===== src/rtl/fpu_issue_ctrl_if.sv =====
// Handshake/bus bundle between ID/EX and the FPU issue controller.
// master = ID/EX side, slave = fpu_issue_ctrl.
interface fpu_issue_ctrl_if;
    logic       issue_valid;
    logic [4:0] fpu_ctrl;
    logic [4:0] rd_in;
    logic       flush;
    logic       issue_ready;
    logic       stall;
    logic       start;
    logic [4:0] op_out;
    logic       busy;
    logic       wb_valid;
    logic [4:0] wb_rd;
    logic       wb_to_int;
    logic       wb_illegal;

    modport master (
        output issue_valid, fpu_ctrl, rd_in, flush,
        input  issue_ready, stall, start, op_out, busy, wb_valid, wb_rd, wb_to_int, wb_illegal
    );

    modport slave (
        input  issue_valid, fpu_ctrl, rd_in, flush,
        output issue_ready, stall, start, op_out, busy, wb_valid, wb_rd, wb_to_int, wb_illegal
    );
endinterface


===== src/rtl/fpu_issue_ctrl.sv =====
// FPU issue sequencer: assigns per-op latency, pulses start, counts down the
// in-flight op and emits a one-cycle writeback strobe tagged with its destination.
module fpu_issue_ctrl #(
    parameter int unsigned ADD_LAT  = 2,
    parameter int unsigned MUL_LAT  = 3,
    parameter int unsigned FMA_LAT  = 4,
    parameter int unsigned DIV_LAT  = 16,
    parameter int unsigned SQRT_LAT = 20
) (
    input logic             clk,
    input logic             rst_n,
    fpu_issue_ctrl_if.slave bus
);

    typedef enum logic {StIdle, StExec} state_e;

    state_e     r_state, w_state_d;
    logic [4:0] r_cnt, w_cnt_d;
    logic       r_start;
    logic [4:0] r_op;
    logic [4:0] r_wb_rd;
    logic       r_wb_to_int;
    logic       r_wb_illegal;

    logic [5:0] w_lat;
    logic [4:0] w_cnt_init;
    logic       w_to_int;
    logic       w_illegal;
    logic       w_issue_ready;
    logic       w_accept;
    logic       w_wb_valid;

    // Code map: 00000 FADD, 00001 FSUB, 00010 FMUL, 00011 FDIV, 00100 FSQRT,
    // 00101-00111 FSGNJ*, 01000-01010 FEQ/FLT/FLE, 01100-01111 FCVT*, 10000 FMV_X_W,
    // 10001 FMV_W_X, 10010 FCLASS, 10100-10111 FMA family; everything else undefined.
    always_comb begin
        w_lat     = 6'd1;
        w_to_int  = 1'b0;
        w_illegal = 1'b0;
        case (bus.fpu_ctrl)
            5'b00000, 5'b00001: w_lat = 6'(ADD_LAT);
            5'b00010:           w_lat = 6'(MUL_LAT);
            5'b00011:           w_lat = 6'(DIV_LAT);
            5'b00100:           w_lat = 6'(SQRT_LAT);
            5'b10100, 5'b10101, 5'b10110, 5'b10111: w_lat = 6'(FMA_LAT);
            5'b01000, 5'b01001, 5'b01010, 5'b01100, 5'b01101, 5'b10000, 5'b10010:
                w_to_int = 1'b1;
            5'b00101, 5'b00110, 5'b00111, 5'b01110, 5'b01111, 5'b10001: ;
            default:            w_illegal = 1'b1;
        endcase
    end

    assign w_cnt_init    = 5'(w_lat - 6'd1);
    assign w_issue_ready = (r_state == StIdle) |
                           ((r_state == StExec) & (r_cnt == 5'd0) & ~bus.flush);
    assign w_accept      = bus.issue_valid & w_issue_ready & ~bus.flush;
    assign w_wb_valid    = (r_state == StExec) & (r_cnt == 5'd0) & ~bus.flush;

    always_comb begin
        w_state_d = r_state;
        w_cnt_d   = r_cnt;
        if (r_state == StExec) begin
            if (bus.flush) begin
                w_state_d = StIdle;
                w_cnt_d   = 5'd0;
            end else if (r_cnt != 5'd0) begin
                w_cnt_d = r_cnt - 5'd1;
            end else begin
                w_state_d = StIdle;
            end
        end
        // Acceptance in the completion cycle overrides the return to idle.
        if (w_accept) begin
            w_state_d = StExec;
            w_cnt_d   = w_cnt_init;
        end
    end

    always_ff @(posedge clk or negedge rst_n) begin
        if (!rst_n) begin
            r_state      <= StIdle;
            r_cnt        <= 5'd0;
            r_start      <= 1'b0;
            r_op         <= 5'd0;
            r_wb_rd      <= 5'd0;
            r_wb_to_int  <= 1'b0;
            r_wb_illegal <= 1'b0;
        end else begin
            r_state <= w_state_d;
            r_cnt   <= w_cnt_d;
            r_start <= w_accept;
            if (w_accept) begin
                r_op         <= bus.fpu_ctrl;
                r_wb_rd      <= bus.rd_in;
                r_wb_to_int  <= w_to_int;
                r_wb_illegal <= w_illegal;
            end
        end
    end

    assign bus.issue_ready = w_issue_ready;
    assign bus.stall       = bus.issue_valid & ~w_issue_ready;
    assign bus.start       = r_start;
    assign bus.op_out      = r_op;
    assign bus.busy        = (r_state == StExec);
    assign bus.wb_valid    = w_wb_valid;
    assign bus.wb_rd       = r_wb_rd;
    assign bus.wb_to_int   = r_wb_to_int;
    assign bus.wb_illegal  = r_wb_illegal;

endmodule


===== src/flat_wrapper.sv =====
// flat-port wrapper written by rule: the top's interface ports become plain ports
module fpu_issue_ctrl_flat 
#(
    parameter int unsigned ADD_LAT  = 2,
    parameter int unsigned MUL_LAT  = 3,
    parameter int unsigned FMA_LAT  = 4,
    parameter int unsigned DIV_LAT  = 16,
    parameter int unsigned SQRT_LAT = 20
)
  (clk, rst_n, bus_issue_valid, bus_fpu_ctrl, bus_rd_in, bus_flush, bus_issue_ready, bus_stall, bus_start, bus_op_out, bus_busy, bus_wb_valid, bus_wb_rd, bus_wb_to_int, bus_wb_illegal);
  fpu_issue_ctrl_if bus_i ();
  input logic clk;
  input logic rst_n;
  input wire logic [$bits(bus_i.issue_valid)-1:0] bus_issue_valid;
  input wire logic [$bits(bus_i.fpu_ctrl)-1:0] bus_fpu_ctrl;
  input wire logic [$bits(bus_i.rd_in)-1:0] bus_rd_in;
  input wire logic [$bits(bus_i.flush)-1:0] bus_flush;
  output wire logic [$bits(bus_i.issue_ready)-1:0] bus_issue_ready;
  output wire logic [$bits(bus_i.stall)-1:0] bus_stall;
  output wire logic [$bits(bus_i.start)-1:0] bus_start;
  output wire logic [$bits(bus_i.op_out)-1:0] bus_op_out;
  output wire logic [$bits(bus_i.busy)-1:0] bus_busy;
  output wire logic [$bits(bus_i.wb_valid)-1:0] bus_wb_valid;
  output wire logic [$bits(bus_i.wb_rd)-1:0] bus_wb_rd;
  output wire logic [$bits(bus_i.wb_to_int)-1:0] bus_wb_to_int;
  output wire logic [$bits(bus_i.wb_illegal)-1:0] bus_wb_illegal;
  assign bus_i.issue_valid = bus_issue_valid;
  assign bus_i.fpu_ctrl = bus_fpu_ctrl;
  assign bus_i.rd_in = bus_rd_in;
  assign bus_i.flush = bus_flush;
  assign bus_issue_ready = bus_i.issue_ready;
  assign bus_stall = bus_i.stall;
  assign bus_start = bus_i.start;
  assign bus_op_out = bus_i.op_out;
  assign bus_busy = bus_i.busy;
  assign bus_wb_valid = bus_i.wb_valid;
  assign bus_wb_rd = bus_i.wb_rd;
  assign bus_wb_to_int = bus_i.wb_to_int;
  assign bus_wb_illegal = bus_i.wb_illegal;
  fpu_issue_ctrl #(.ADD_LAT(ADD_LAT), .MUL_LAT(MUL_LAT), .FMA_LAT(FMA_LAT), .DIV_LAT(DIV_LAT), .SQRT_LAT(SQRT_LAT)) u_core (.clk(clk), .rst_n(rst_n), .bus(bus_i));
endmodule

===== config.mk =====
export PLATFORM = sky130hd
export DESIGN_NAME = fpu_issue_ctrl_flat
export DESIGN_NICKNAME = d
export VERILOG_FILES = /design/src/rtl/fpu_issue_ctrl_if.sv /design/src/rtl/fpu_issue_ctrl.sv /design/src/flat_wrapper.sv
export SDC_FILE = /design/constraint.sdc
export NUM_CORES = 1
export LEC_CHECK = 0
export CAP_MARGIN = 20
export CORE_MARGIN = 2
export CORE_UTILIZATION = 35
export CTS_CLUSTER_DIAMETER = 60
export DETAILED_ROUTE_END_ITERATION = 10
export DONT_BUFFER_PORTS = 1
export HOLD_SLACK_MARGIN = 0.03
export PLACE_DENSITY_LB_ADDON = 0.2
export SLEW_MARGIN = 5
export SYNTH_ARGS = -nofsm -noshare
export SYNTH_HDL_FRONTEND = slang
export SYNTH_SLANG_ARGS = --single-unit

===== constraint.sdc =====
create_clock -name clk -period 2 [get_ports clk]
set_input_delay 0.3 -clock clk [delete_from_list [all_inputs] [get_ports clk]]
set_output_delay 0.3 -clock clk [all_outputs]
set_load 0.05 [all_outputs]

==> Yosys cells after proc, flatten, opt, wreduce, memory -nomap -nowiden <==
Index checks and enable logic that the tools add are counted.
{ "word_totals": {"output_inout_bits": 17, "wordCells": 60, "regBits": 19, "input_bits": 14} }
{ "op_classes": {"n_bitwise": 9, "muxes": 11, "reduce_logical": 10, "n_eq_ne": 21, "n_addsub": 2} }
{ "op_table": {"columns": ["operator", "n"], "rows": [
  ["$eq 5x4->1 const B", 7],
  ["$eq 5x5->1 const B", 7],
  ["$pmux 5 s5", 1],
  ["$reduce_or 22->1", 1],
  ["$eq 5x3->1 const B", 4],
  ["$mux 5", 4],
  ["$eq 5x2->1 const B", 2],
  ["$logic_not 5->1", 2],
  ["$sub 5x1->5 const B", 2],
  ["$reduce_or 7->1", 1],
  ["$mux 1", 6],
  ["$and 1x1->1", 5],
  ["$eq 5x1->1 const B", 1],
  ["$reduce_bool 5->1", 1],
  ["$reduce_or 4->1", 1],
  ["$not 1->1", 3],
  ["$reduce_bool 3->1", 1],
  ["$reduce_and 2->1", 1],
  ["$reduce_bool 2->1", 1],
  ["$reduce_or 2->1", 1],
  ["$or 1x1->1", 1]
]} }

==> Longest topological paths before layout <==
Gate-level depths: netlist of run 1.
{ "depth": {"depth_word": 8, "mapped_depth": 10, "mapped_depth_nobuf": 8} }

==> Worst setup path after synthesis of run 1 <==
OpenSTA, ideal clock, no wires.
{ "synth_timing": {"path_kind": "register to output", "startpoint": "register u_core.r_cnt[0]", "endpoint": "output port bus_stall", "arrival_time_ns": 2.458, "stages_incl_launch_ff": 7, "setup_slack_ns": -0.758, "t_required_ns": 1.700, "n_path_buf": 1, "cell_sequence": "dfrtp_1 inv_1 ha_1 or4b_4 buf_6 o21ai_1 nor2_1"} }
{ "synth_between": {"elab_chain_cells": 6} }
{ "synth_rtl": {"columns": ["item", "line_no", "text"], "rows": [
  ["start: declaration", "fpu_issue_ctrl.sv:18", "logic [4:0] r_cnt, w_cnt_d;"],
  ["start signal: assignment", "fpu_issue_ctrl.sv:90", "r_cnt <= w_cnt_d;"],
  ["$logic_not 5->1", "fpu_issue_ctrl.sv:55", "((r_state == StExec) & (r_cnt == 5'd0) & ~bus.flush);"],
  ["$and 1x1->1 (2 in series)", "fpu_issue_ctrl.sv:55", null],
  ["$or 1x1->1", "fpu_issue_ctrl.sv:54", "assign w_issue_ready = (r_state == StIdle) |"],
  ["net bus_issue_ready", "flat_wrapper.sv:18", "output wire logic [$bits(bus_i.issue_ready)-1:0] bus_issue_ready;"],
  ["$not 1->1", "fpu_issue_ctrl.sv:102", "assign bus.stall = bus.issue_valid & ~w_issue_ready;"],
  ["$and 1x1->1", "fpu_issue_ctrl.sv:102", null],
  ["end: declaration", "flat_wrapper.sv:19", "output wire logic [$bits(bus_i.stall)-1:0] bus_stall;"]
]} }
The timed path passes the listed nets, and every way through them passes these cells.

==> Worst setup path in the final report of run 1 <==
{ "layout_timing": {"startpoint": "register u_core.r_cnt[1]", "endpoint": "output port bus_issue_ready"} }
{ "layout_between": {"elab_chain_cells": 4} }
{ "layout_rtl": {"columns": ["item", "line_no"], "rows": [
  ["$logic_not 5->1", "fpu_issue_ctrl.sv:55"],
  ["$and 1x1->1 (2 in series)", "fpu_issue_ctrl.sv:55"],
  ["$or 1x1->1", "fpu_issue_ctrl.sv:54"],
  ["end: declaration", "flat_wrapper.sv:18"]
]} }
No other way between the ends.

==> results of run 1 <==
-- path summary, 6_finish.rpt --
check,slack (ns),depth (start not counted),to
setup / recovery,-0.08,5,bus_issue_ready
setup reg to reg,0.03,8,u_core.bus.wb_rd[2]
hold reg to reg,0.57,2,u_core.r_cnt[4]
max in group asynchronous,0.96,1,u_core.r_cnt[1]
hold / removal,0.14,1,u_core.bus.wb_rd[0]
min in group asynchronous,0.53,1,u_core.bus.wb_rd[0]
-- critical path, stage by stage, from the launching register on --
cell and delay [ns]:
sky130_fd_sc_hd__dfrtp_1 0.40, sky130_fd_sc_hd__inv_2 0.09, sky130_fd_sc_hd__ha_4 0.13, sky130_fd_sc_hd__or4b_4 0.50, sky130_fd_sc_hd__o21ai_4 0.18, sky130_fd_sc_hd__buf_6 0.18
-- metrics by stage --
| step | TNS, ns | area, µm² | cells | total power [mW] |
|---|---|---|---|---|
| floorplan | -0.06512 | 1095 | 98 | 1.562 |
| global placement | 0 | 1129 | 129 | 1.626 |
| finish | -0.1772 | 1287 | 145 | 2.058 |
| global route | -0.4177 | 1287 | 145 | 2.187 |
| detailed placement | 0 | 1129 | 129 | 1.646 |
| CTS | -0.2487 | 1240 | 141 | 1.998 |
-- metal layers --
metal  vias up  part of all wire [%]
li1        372                     -
met1       377                    44
met2        20                    49
met3         4                   4.5
met4         0                   2.3
met5         -                     0
-- state kept, by name, summed over array words and instances, names as in the netlist --
signal	cells
u_core.bus.op_out	5
u_core.bus.wb_rd	5
u_core.r_cnt	5
u_core.bus.busy	1
u_core.bus.start	1
u_core.bus.wb_illegal	1
u_core.bus.wb_to_int	1
-- cells in the final DEF, fill, tap and decap left out, drive strengths merged, types with 4 or more instances in the layout --
cell	netlist	layout
nand2	8	8
a21oi	5	5
mux2	12	12
dfrtp	19	19
nor2	9	9
inv	5	5
o21ai	4	4
buf	2	13
-- power by group --
| part | leakage, nW | switching [mW] | total [mW] | internal [mW] |
|---|---|---|---|---|
| Combinational | 0.316 | 0.386 | 0.833 | 0.447 |
| Sequential | 0.232 | 0.497 | 1.03 | 0.529 |
| Clock | 0.0139 | 0.123 | 0.199 | 0.0762 |
| Total | 0.562 | 1.01 | 2.06 | 1.05 |
-- cells by family after synthesis --
logic type      after synthesis
fa+ha+maj                     4
simple gates                 33
compound gates               17
mux                          12
buf+inv                      10
flops                        19
xor+xnor                      3
-- final cells by class --
cell class,count,share of cell area (%)
Multi-Input combinational cell,69,44.61
Sequential cell,19,36.93
Timing Repair Buffer,14,9.621
Tap cell,33,3.207
Inverter,5,2.430
Clock buffer,3,1.749
Timing Repair inverter,1,0.8746
Clock inverter,1,0.5831
-- timing repair --
action | in CTS | in global routing
pin swaps | 1 | 2
gates cloned | 0 | 1
resized for setup | 6 | 3
setup buffers | 7 | 3
hold buffers | 1 | 0
endpoints found under the hold margin | 19 | 0
endpoints found under the setup margin | 4 | 17
==> reports/summary.json, run 1 <==
{
  "seqCellArea": {"value": 475.5, "unit": "µm²"},
  "gr-usage-met2": {"value": 21.98, "unit": "%"},
  "cts.clk_slew.worst_paths": {"value": 0.11, "unit": "ns"},
  "synth_area_leader_cell": {"value": "sky130_fd_sc_hd__dfrtp_1"},
  "via_density_per_instance": {"value": 5.331},
  "synth-edff-count": {"value": 0},
  "ys_async_sr_fraction": {"value": 100.0, "unit": "%"},
  "critical_path.max_fanout": {"value": 4},
  "pwr_density_cell": {"value": 1598, "unit": "nW/µm²"},
  "yosys.area_share.simple": {"value": 17.87, "unit": "%"},
  "grt_setup_unrepaired": {"value": "yes"},
  "clock_path_buffers": {"value": 2},
  "syn_to_final_growth": {"value": 19.37, "unit": "%"},
  "post_synth_most_frequent_cells": {"value": "sky130_fd_sc_hd__dfrtp_1 (19), sky130_fd_sc_hd__nor2_1 (9), sky130_fd_sc_hd__mux2_4 (7)"},
  "min-delay-path-class": {"value": "in -> reg"},
  "avgSynthCellArea": {"value": 11.01, "unit": "µm²"},
  "first_iter_violations": {"value": 11},
  "finalNetCount": {"value": 130},
  "vdd_ir_drop_max": {"value": 0.0006800, "unit": "V"},
  "synth.distinct_cells": {"value": 33},
  "timing.critical_path.from": {"value": "u_core.r_cnt[1]"},
  "finalHoldViolations": {"value": 0},
  "critical_path_arrival": {"value": 1.78, "unit": "ns"},
  "postSynthCellCount": {"value": 98},
  "postSynth.topFlopCell": {"value": "sky130_fd_sc_hd__dfrtp_1"},
  "tritoncts_clock_tree": {"value": "yes"},
  "drive_gt1_share": {"value": 38.39, "unit": "%"},
  "floorplan.core_area": {"value": 3003, "unit": "µm²"},
  "violations": {"value": "setup timing"},
  "timing.setup.critical_path_class": {"value": "reg -> out"},
  "cts-root-buf": {"value": "sky130_fd_sc_hd__clkbuf_4"},
  "initial_core_util": {"value": 35.92, "unit": "%"},
  "dr.pass1.iters": {"value": 3},
  "setup_viol": {"value": 3},
  "worst_pin_slew": {"value": 0.8337, "unit": "ns"},
  "routed_wire_length_per_instance": {"value": 15.16, "unit": "µm"},
  "worst_slew_margin_rel": {"value": 44.24, "unit": "%"},
  "final_period_minus_worst_setup_slack": {"value": 2.082, "unit": "ns"},
  "antenna_found_initial": {"value": 0},
  "grt_most_used_layer": {"value": "met2"},
  "drt-total-wl": {"value": 2198, "unit": "µm"},
  "cap_viol_max_count": {"value": 0},
  "antennaDiodeCount": {"value": 0},
  "final_antenna_net_count": {"value": 0},
  "netlist_area": {"value": 1079, "unit": "µm²"},
  "total_via_count_after_detailed_routing": {"value": 773},
  "ys_warn_count": {"value": 0},
  "synth_top_area_share": {"value": 44.08, "unit": "%"},
  "outcome": {"value": "complete, but fails checks"},
  "final.period_utilization": {"value": 104.1, "unit": "%"},
  "cts.sinks": {"value": 19},
  "setup_crit_end_kind": {"value": "output pin"},
  "grt_pass1_wl": {"value": 3601, "unit": "µm"},
  "clock_skew": {"value": 0.003024, "unit": "ns"},
  "slew_viol_final": {"value": 0},
  "groute.layer.met3.usage": {"value": 2.838, "unit": "%"},
  "synth-xor-area-share": {"value": 2.436, "unit": "%"},
  "postSynthRegisterBits": {"value": 19},
  "power_leakage": {"value": 0.5615, "unit": "nW"},
  "grt_start_max_net_pins": {"value": 20},
  "crit-reg2reg-launch": {"value": "u_core.r_cnt[1]"},
  "multiInputGateArea": {"value": 574.3, "unit": "µm²"},
  "synth.top_cells.by_area": {"value": "sky130_fd_sc_hd__dfrtp_1 (44%), sky130_fd_sc_hd__mux2_4 (9.7%), sky130_fd_sc_hd__mux2_2 (5.2%)"},
  "grt_util_all_layers": {"value": 13.87, "unit": "%"},
  "filler_cell_count": {"value": 299},
  "die_height": {"value": 59.51, "unit": "µm"},
  "floorplan.rows": {"value": 20},
  "routabilityCongestion": {"value": 0.7454},
  "numCtsBuffers": {"value": 3},
  "compound_gate_fraction_of_synth_area": {"value": 10.09, "unit": "%"},
  "top_level_ports": {"value": 31},
  "synth.mux.area_fraction": {"value": 14.97, "unit": "%"},
  "die_x": {"value": 59.51, "unit": "µm"},
  "cts_max_level": {"value": 1},
  "placement.io_buffers": {"value": 0},
  "hold_path_startpoint": {"value": "bus_rd_in[0]"},
  "achievable-frequency": {"value": 480.2, "unit": "MHz"},
  "overflow": {"value": 0},
  "dp_hpwl": {"value": 1461, "unit": "µm"},
  "cp.required": {"value": 1.70, "unit": "ns"},
  "dieArea": {"value": 3541, "unit": "µm²"},
  "final.hold.worst_slack": {"value": 0.1357, "unit": "ns"},
  "mappedNetlistNets": {"value": 115},
  "timing.critical_path.from_type": {"value": "flip-flop"},
  "globalRouteMet1Util": {"value": 17.63, "unit": "%"},
  "synth_most_common_cell": {"value": "sky130_fd_sc_hd__dfrtp_1"},
  "number_of_global_route_vias_before_repair": {"value": 773},
  "synth_sequential_area_ratio": {"value": 44.08, "unit": "%"},
  "utilization": {"value": 42.88, "unit": "%"},
  "combinational_family_with_the_most_area_after_synthesis": {"value": "simple AND/OR/NAND/NOR gates"},
  "dp_worst_setup_slack": {"value": 0.001332, "unit": "ns"},
  "remaining_routing_drc_violations": {"value": 0},
  "insertion_delay": {"value": 0.30, "unit": "ns"},
  "synthesized_area_fraction_occupied_by_adder_cells": {"value": 4.408, "unit": "%"},
  "layout_setup_ws": {"value": -0.08226, "unit": "ns"}
}
(Power assumes the default switching activity.)
==> run 2, diff against run 1 <==
==> constraint.sdc (replaced) <==
create_clock -name clk -period 2 [get_ports clk]
set_input_delay 0.4 -clock clk [delete_from_list [all_inputs] [get_ports clk]]
set_output_delay 0.4 -clock clk [all_outputs]
set_load 0.05 [all_outputs]
==> reports/summary.json, run 2 (synthesis gave the netlist of run 1 again) <==
{
  "outcome": {"value": "complete, but fails checks"},
  "violations": {"value": "setup timing"},
  "final_common_cell": {"value": "sky130_fd_sc_hd__dfrtp_1"},
  "vdd_ir_drop_max": {"value": 0.0005899, "unit": "V", "change": "-13%"},
  "cts.clk_slew.worst_paths": {"value": 0.11, "unit": "ns", "change": "about the same"},
  "final.period_utilization": {"value": 109.7, "unit": "%", "change": "+5.6 points"},
  "dp_hpwl": {"value": 1453, "unit": "µm", "change": "-0.58%"},
  "setup_crit_end_kind": {"value": "output pin"},
  "initial_core_util": {"value": 35.92, "unit": "%", "change": "unchanged"},
  "setup.reg_to_reg.worst_slack": {"value": 0.02, "unit": "ns", "change": "about the same"},
  "timing.critical_path.from_type": {"value": "flip-flop"},
  "grt_pass1_wl": {"value": 3229, "unit": "µm", "change": "-10%"},
  "overflow": {"value": 0, "change": "unchanged"},
  "final_period_minus_worst_setup_slack": {"value": 2.194, "unit": "ns", "change": "+0.1117 ns"},
  "finalHoldViolations": {"value": 0, "change": "unchanged"},
  "antenna_found_initial": {"value": 0, "change": "unchanged"},
  "power_leakage": {"value": 0.5639, "unit": "nW", "change": "+0.43%"},
  "cap_viol_max_count": {"value": 0, "change": "unchanged"},
  "drt-total-wl": {"value": 2107, "unit": "µm", "change": "-4.1%"},
  "min-delay-path-class": {"value": "in -> reg"},
  "timing.setup.critical_path_class": {"value": "reg -> out"},
  "cellInternalPower": {"value": 1.009, "unit": "mW", "change": "-4.1%"},
  "grt_setup_unrepaired": {"value": "yes"},
  "via_density_per_instance": {"value": 5.313, "change": "-0.35%"},
  "drive_gt1_share": {"value": 36.94, "unit": "%", "change": "-1.5 points"},
  "antennaDiodeCount": {"value": 0, "change": "unchanged"},
  "grt_util_all_layers": {"value": 12.32, "unit": "%", "change": "-1.5 points"},
  "placement.io_buffers": {"value": 0, "change": "unchanged"},
  "routed_wire_length_per_instance": {"value": 14.63, "unit": "µm", "change": "-3.5%"},
  "numCtsBuffers": {"value": 3, "change": "unchanged"},
  "clock_share_of_power": {"value": 9.7, "unit": "%", "change": "about the same"},
  "pwr_density_cell": {"value": 1552, "unit": "nW/µm²", "change": "-2.9%"},
  "worst_pin_slew": {"value": 0.8556, "unit": "ns", "change": "+0.02191 ns"},
  "achievable-frequency": {"value": 455.8, "unit": "MHz", "change": "-5.1%"},
  "finalNetCount": {"value": 129, "change": "-0.77%"},
  "power.switching": {"value": 0.9755, "unit": "mW", "change": "-3.0%"},
  "grt_start_max_net_pins": {"value": 20, "change": "unchanged"},
  "cts-root-buf": {"value": "sky130_fd_sc_hd__clkbuf_4"},
  "top_level_ports": {"value": 31, "change": "unchanged"},
  "whs_path_depth": {"value": 1, "change": "unchanged"},
  "dieArea": {"value": 3541, "unit": "µm²", "change": "unchanged"},
  "p_total": {"value": 1.985, "unit": "mW", "change": "-3.6%"},
  "floorplan.rows": {"value": 20, "change": "unchanged"},
  "cts.sinks": {"value": 19, "change": "unchanged"},
  "layout.cells.most_common_list": {"value": "sky130_fd_sc_hd__dfrtp_1 (19), sky130_fd_sc_hd__buf_4 (10), sky130_fd_sc_hd__mux2_4 (7), sky130_fd_sc_hd__nor2_1 (7), sky130_fd_sc_hd__nand2_1 (6)"},
  "die_height": {"value": 59.51, "unit": "µm", "change": "unchanged"},
  "total_via_count_after_detailed_routing": {"value": 765, "change": "-1.0%"},
  "die_x": {"value": 59.51, "unit": "µm", "change": "unchanged"},
  "first_iter_violations": {"value": 8, "change": "-3"},
  "ff2ff_path_depth": {"value": 8, "change": "unchanged"},
  "setup_viol": {"value": 3, "change": "unchanged"},
  "number_of_global_route_vias_before_repair": {"value": 733, "change": "-5.2%"},
  "slew_viol_final": {"value": 0, "change": "unchanged"},
  "syn_to_final_growth": {"value": 18.56, "unit": "%"},
  "final_antenna_net_count": {"value": 0, "change": "unchanged"},
  "critical_path.max_fanout": {"value": 3, "change": "-1"},
  "seq_power_share": {"value": 51.5, "unit": "%", "change": "+1.6 points"},
  "insertion_delay": {"value": 0.30, "unit": "ns", "change": "about the same"},
  "clock_skew": {"value": 0.002336, "unit": "ns", "change": "-0.0006881 ns"},
  "critical_path_arrival": {"value": 1.79, "unit": "ns", "change": "about the same"},
  "power_switching_share": {"value": 49.16, "unit": "%", "change": "+0.31 points"},
  "cp.required": {"value": 1.60, "unit": "ns", "change": "-0.10 ns"},
  "floorplan.core_area": {"value": 3003, "unit": "µm²", "change": "unchanged"},
  "dr.pass1.iters": {"value": 4, "change": "+1"},
  "remaining_routing_drc_violations": {"value": 0, "change": "unchanged"},
  "final.hold.worst_slack": {"value": 0.2391, "unit": "ns", "change": "+0.1034 ns"},
  "layout_setup_ws": {"value": -0.1940, "unit": "ns", "change": "-0.1117 ns"},
  "cts_max_level": {"value": 1, "change": "unchanged"},
  "comb_pwr_share": {"value": 38.8, "unit": "%", "change": "-1.7 points"},
  "clock_path_buffers": {"value": 2, "change": "unchanged"},
  "routabilityCongestion": {"value": 0.7262, "change": "-2.6%"},
  "tritoncts_clock_tree": {"value": "yes"},
  "worst_slew_margin_rel": {"value": 42.77, "unit": "%", "change": "-1.5 points"}
}
[run 2: cell types whose count changed in the layout (fill, tap and decap cells not counted)]
cell,previous run,this run
sky130_fd_sc_hd__buf_6,1,0
sky130_fd_sc_hd__nor2_4,0,1
sky130_fd_sc_hd__ha_4,1,0
sky130_fd_sc_hd__nor2_2,2,1
sky130_fd_sc_hd__clkinvlp_4,1,0
sky130_fd_sc_hd__clkinv_2,0,1
sky130_fd_sc_hd__buf_12,1,2
sky130_fd_sc_hd__buf_4,11,10
sky130_fd_sc_hd__ha_1,2,3
[run 2: final timing paths]
check | start | to
worst min-delay path | bus_fpu_ctrl[1] | u_core.bus.op_out[1]
worst max register to register | u_core.r_cnt[0] | u_core.bus.wb_rd[4]
min in group asynchronous | rst_n | u_core.bus.op_out[1]
worst max-delay path | u_core.r_cnt[0] | bus_issue_ready
worst min register to register | u_core.r_cnt[4] | u_core.r_cnt[4]
max in group asynchronous | rst_n | u_core.bus.wb_rd[2]
[run 2: metal layers]
metal | vias up | global-route usage (%) | wire (µm)
li1 | 370 | - | -
met1 | 361 | 14.44 | 864
met2 | 29 | 18.84 | 1029
met3 | 5 | 4.803 | 164
met4 | 0 | 7.619 | 48
met5 | - | 0 | 0
[run 2: per-stage QoR]
step	setup WS, ns	utilization (%)	cells	cell area [µm²]	setup TNS (ns)
after detailed placement	0.02957	38.17	129	1146	0
after global routing	-0.2499	42.58	144	1279	-0.6764
after global placement	0.05863	38.17	129	1146	0
final	-0.1940	42.58	144	1279	-0.4712
after floorplan	-0.1332	-	98	1100	-0.1343
after CTS	-0.1733	41.00	140	1231	-0.4125
[run 2: final cells by class]
type,count,area (µm²)
inverters,5,31.28
fillers,303,1724
well taps,33,41.29
repair buffers,13,125.1
clock inverters,1,5.005
clock buffers,3,22.52
repair inverters,1,11.26
flip-flops and latches,19,475.5
multi-input cells,69,566.8
[run 2: repair_timing]
item,CTS,global route
pin swaps,1,0
setup buffers,6,3
cloned,0,1
hold endpoints to repair,19,0
gates resized for setup,2,3
endpoints found under the setup margin,3,15
hold buffers,1,0
[run 2: worst max-delay path: stages, from the launching register on]
cell	delay, ns
sky130_fd_sc_hd__dfrtp_1	0.40
sky130_fd_sc_hd__inv_2	0.06
sky130_fd_sc_hd__ha_1	0.14
sky130_fd_sc_hd__or4b_4	0.50
sky130_fd_sc_hd__o21ai_4	0.22
sky130_fd_sc_hd__buf_12	0.17
[run 2: power groups by stage]
stage / clock network [mW] / registers [mW] / logic, mW
6_report: 0.193 / 1.02 / 0.770
3_5_place_dp: 0 / 1.04 / 0.628
3_3_place_gp: 0 / 1.04 / 0.616
4_1_cts: 0.204 / 1.03 / 0.731
2_1_floorplan: 0 / 1.02 / 0.552
5_1_grt: 0.223 / 1.05 / 0.831
==> run 3, diff against run 2 <==
--- a/config.mk
+++ b/config.mk
@@ -6,6 +6,8 @@
 export NUM_CORES = 1
 export LEC_CHECK = 0
 export CAP_MARGIN = 20
+export CELL_PAD_IN_SITES_DETAIL_PLACEMENT = 1
+export CELL_PAD_IN_SITES_GLOBAL_PLACEMENT = 1
 export CORE_MARGIN = 2
 export CORE_UTILIZATION = 35
 export CTS_CLUSTER_DIAMETER = 60
==> reports/summary.json, run 3 (synthesis gave the netlist of run 1 again) <==
{
  "finalHoldViolations": {"value": 0, "change": "unchanged"},
  "syn_to_final_growth": {"value": 21.11, "unit": "%"},
  "achievable-frequency": {"value": 456.0, "unit": "MHz", "change": "about the same"},
  "final_antenna_net_count": {"value": 0, "change": "unchanged"},
  "critPathBufInv": {"value": 2, "change": "unchanged"},
  "grt_setup_unrepaired": {"value": "yes"},
  "final.period_utilization": {"value": 109.7, "unit": "%", "change": "about the same"},
  "clock_skew": {"value": 0.0007757, "unit": "ns", "change": "-0.001561 ns"},
  "initial_core_util": {"value": 35.92, "unit": "%", "change": "unchanged"},
  "cts_max_level": {"value": 1, "change": "unchanged"},
  "final_period_minus_worst_setup_slack": {"value": 2.193, "unit": "ns", "change": "-0.0007640 ns"},
  "outcome": {"value": "complete, but fails checks"},
  "floorplan.rows": {"value": 20, "change": "unchanged"},
  "vdd_ir_drop_max": {"value": 0.0006361, "unit": "V", "change": "+7.8%"},
  "cap_viol_max_count": {"value": 0, "change": "unchanged"},
  "antennaDiodeCount": {"value": 0, "change": "unchanged"},
  "routed_wire_length_per_instance": {"value": 16.79, "unit": "µm", "change": "+15%"},
  "layout.cells.most_common_list": {"value": "sky130_fd_sc_hd__dfrtp_1 (19), sky130_fd_sc_hd__buf_4 (11), sky130_fd_sc_hd__mux2_4 (7), sky130_fd_sc_hd__nor2_1 (7)"},
  "layout_setup_ws": {"value": -0.1932, "unit": "ns", "change": "+0.0007640 ns"},
  "worst_slew_margin_rel": {"value": 44.63, "unit": "%", "change": "+1.9 points"},
  "final_common_cell": {"value": "sky130_fd_sc_hd__dfrtp_1"},
  "whs_path_depth": {"value": 1, "change": "unchanged"},
  "placement.io_buffers": {"value": 0, "change": "unchanged"},
  "critical-path-slowest-cell": {"value": "sky130_fd_sc_hd__or4b_4"},
  "tritoncts_clock_tree": {"value": "yes"},
  "final_design_area_no_fill": {"value": 1306, "unit": "µm²", "change": "+2.2%"},
  "top_level_ports": {"value": 31, "change": "unchanged"},
  "violations": {"value": "setup timing"},
  "total_via_count_after_detailed_routing": {"value": 787, "change": "+2.9%"},
  "cts.sinks": {"value": 19, "change": "unchanged"},
  "finalNetCount": {"value": 130, "change": "+0.78%"},
  "critical_path_arrival": {"value": 1.79, "unit": "ns", "change": "about the same"},
  "drive_gt1_share": {"value": 39.29, "unit": "%", "change": "+2.3 points"},
  "cts.clk_slew.worst_paths": {"value": 0.10, "unit": "ns", "change": "about the same"},
  "crit_chain": {"value": "inv_2 > ha_1 > or4b_4 > o21ai_4 > buf_12"},
  "insertion_delay": {"value": 0.29, "unit": "ns", "change": "about the same"},
  "seq_power_share": {"value": 49.5, "unit": "%", "change": "-2.0 points"},
  "endpoint_of_the_worst_register_to_register_path": {"value": "u_core.bus.wb_rd[3]"},
  "number_of_global_route_vias_before_repair": {"value": 846, "change": "+15%"},
  "dr.pass1.iters": {"value": 4, "change": "unchanged"},
  "remaining_routing_drc_violations": {"value": 0, "change": "unchanged"},
  "setup_crit_end_kind": {"value": "output pin"},
  "first_iter_violations": {"value": 21, "change": "+13"},
  "hold_path_startpoint": {"value": "bus_fpu_ctrl[1]"},
  "critPathMaxStageDelay": {"value": 0.50, "unit": "ns", "change": "about the same"},
  "placed_area": {"value": 1154, "unit": "µm²", "change": "+0.66%"},
  "timing.critical_path.from_type": {"value": "flip-flop"},
  "routabilityCongestion": {"value": 0.7571, "change": "+4.3%"},
  "dieArea": {"value": 3541, "unit": "µm²", "change": "unchanged"},
  "clock_path_buffers": {"value": 2, "change": "unchanged"},
  "p_total": {"value": 2.063, "unit": "mW", "change": "+3.9%"},
  "ff2ff_path_depth": {"value": 9, "change": "+1"},
  "power_switching_share": {"value": 49.14, "unit": "%", "change": "about the same"},
  "setup.reg_to_reg.worst_slack": {"value": -0.12, "unit": "ns", "change": "-0.14 ns"},
  "drt-total-wl": {"value": 2434, "unit": "µm", "change": "+16%"},
  "pwr_density_cell": {"value": 1579, "unit": "nW/µm²", "change": "+1.7%"},
  "worst_pin_slew": {"value": 0.8278, "unit": "ns", "change": "-0.02774 ns"},
  "grt_pass1_wl": {"value": 3836, "unit": "µm", "change": "+19%"},
  "die_height": {"value": 59.51, "unit": "µm", "change": "unchanged"},
  "grt_start_max_net_pins": {"value": 20, "change": "unchanged"},
  "comb_pwr_share": {"value": 41.5, "unit": "%", "change": "+2.7 points"},
  "setup_viol": {"value": 14, "change": "+11"},
  "min-delay-path-class": {"value": "in -> reg"},
  "antenna_found_initial": {"value": 0, "change": "unchanged"},
  "timing.setup.critical_path_class": {"value": "reg -> out"},
  "crit-reg2reg-launch": {"value": "u_core.r_cnt[0]"},
  "die_x": {"value": 59.51, "unit": "µm", "change": "unchanged"},
  "grt_util_all_layers": {"value": 14.84, "unit": "%", "change": "+2.5 points"},
  "power_leakage": {"value": 0.5757, "unit": "nW", "change": "+2.1%"},
  "overflow": {"value": 0, "change": "unchanged"},
  "timing.critical_path.from": {"value": "u_core.r_cnt[0]"},
  "clock_share_of_power": {"value": 9.0, "unit": "%", "change": "-0.7 points"},
  "worst_path_dominant_cell_family": {"value": "simple AND/OR/NAND/NOR gates"},
  "via_density_per_instance": {"value": 5.428, "change": "+2.2%"},
  "numCtsBuffers": {"value": 3, "change": "unchanged"},
  "power.switching": {"value": 1.014, "unit": "mW", "change": "+3.9%"},
  "cp.required": {"value": 1.60, "unit": "ns", "change": "about the same"},
  "floorplan.core_area": {"value": 3003, "unit": "µm²", "change": "unchanged"},
  "cts-root-buf": {"value": "sky130_fd_sc_hd__clkbuf_4"},
  "dp_hpwl": {"value": 1707, "unit": "µm", "change": "+17%"},
  "hold-path-endpoint": {"value": "u_core.bus.op_out[1]"},
  "critical_path.max_fanout": {"value": 3, "change": "unchanged"},
  "slew_viol_final": {"value": 0, "change": "unchanged"},
  "cellInternalPower": {"value": 1.049, "unit": "mW", "change": "+4.0%"}
}
## run 3: worst register-to-register path, stage by stage, from the launching register on
cell and delay, ns:
sky130_fd_sc_hd__dfrtp_1 0.41, sky130_fd_sc_hd__inv_2 0.07, sky130_fd_sc_hd__ha_1 0.13, sky130_fd_sc_hd__or4b_4 0.50, sky130_fd_sc_hd__buf_4 0.17, sky130_fd_sc_hd__buf_4 0.14
sky130_fd_sc_hd__nand2_4 0.09, sky130_fd_sc_hd__nand2_8 0.09, sky130_fd_sc_hd__clkinv_8 0.09, sky130_fd_sc_hd__mux2_2 0.33
## run 3: per-stage QoR
step | utilization [%] | TNS [ns] | hold WS [ns] | setup WS (ns) | std cells
2_1_floorplan | - | -0.1343 | 0.1044 | -0.1332 | 98
3_3_place_gp | 38.42 | 0 | 0.1048 | 0.05772 | 130
3_5_place_dp | 38.42 | 0 | 0.1048 | 0.006516 | 130
4_1_cts | 41.25 | -0.4432 | 0.2358 | -0.1866 | 141
5_1_grt | 43.50 | -2.630 | 0.2188 | -0.2726 | 145
6_report | 43.50 | -1.426 | 0.2504 | -0.1932 | 145
## run 3: worst max-delay path by stage
stage | endpoint | slack (ns) | cells after the start
after CTS | bus_issue_ready | -0.19 | 5
after global placement | bus_issue_ready | 0.06 | 5
final | bus_issue_ready | -0.19 | 5
after detailed placement | bus_issue_ready | 0.007 | 5
after floorplan | bus_stall | -0.13 | 6
after global routing | bus_issue_ready | -0.27 | 5
## run 3: layout make-up
cell class	instances	area (µm²)
multi-input combinational	69	581.8
clock buffer	3	22.52
tap	33	41.29
inverter	5	31.28
sequential	19	475.5
clock inverter	1	5.005
timing repair buffer	14	132.6
timing repair inverter	1	16.27
fill	337	1697
## run 3: power by group through the flow
stage / Sequential, mW / Combinational, mW / Clock, mW
2_1_floorplan: 1.02 / 0.552 / 0
3_3_place_gp: 1.03 / 0.644 / 0
3_5_place_dp: 1.03 / 0.666 / 0
4_1_cts: 1.02 / 0.780 / 0.199
5_1_grt: 1.05 / 0.932 / 0.222
6_report: 1.02 / 0.855 / 0.186
## run 3: per-layer routing
metal | GRT usage (%) | vias to the layer above | wire length, µm
met2 | 26.37 | 27 | 1322
met3 | 4.803 | 2 | 164
met1 | 15.89 | 388 | 928
met5 | 0 | - | 0
li1 | - | 370 | -
met4 | 6.667 | 0 | 19
## run 3: repair_timing
| item | 4_1_cts | 5_1_grt |
|---|---|---|
| hold endpoints to repair | 19 | 0 |
| setup buffers | 6 | 3 |
| cloned | 0 | 1 |
| gates resized for setup | 2 | 7 |
| hold buffers | 1 | 0 |
| pin swaps | 1 | 3 |
| setup endpoints to repair | 3 | 16 |
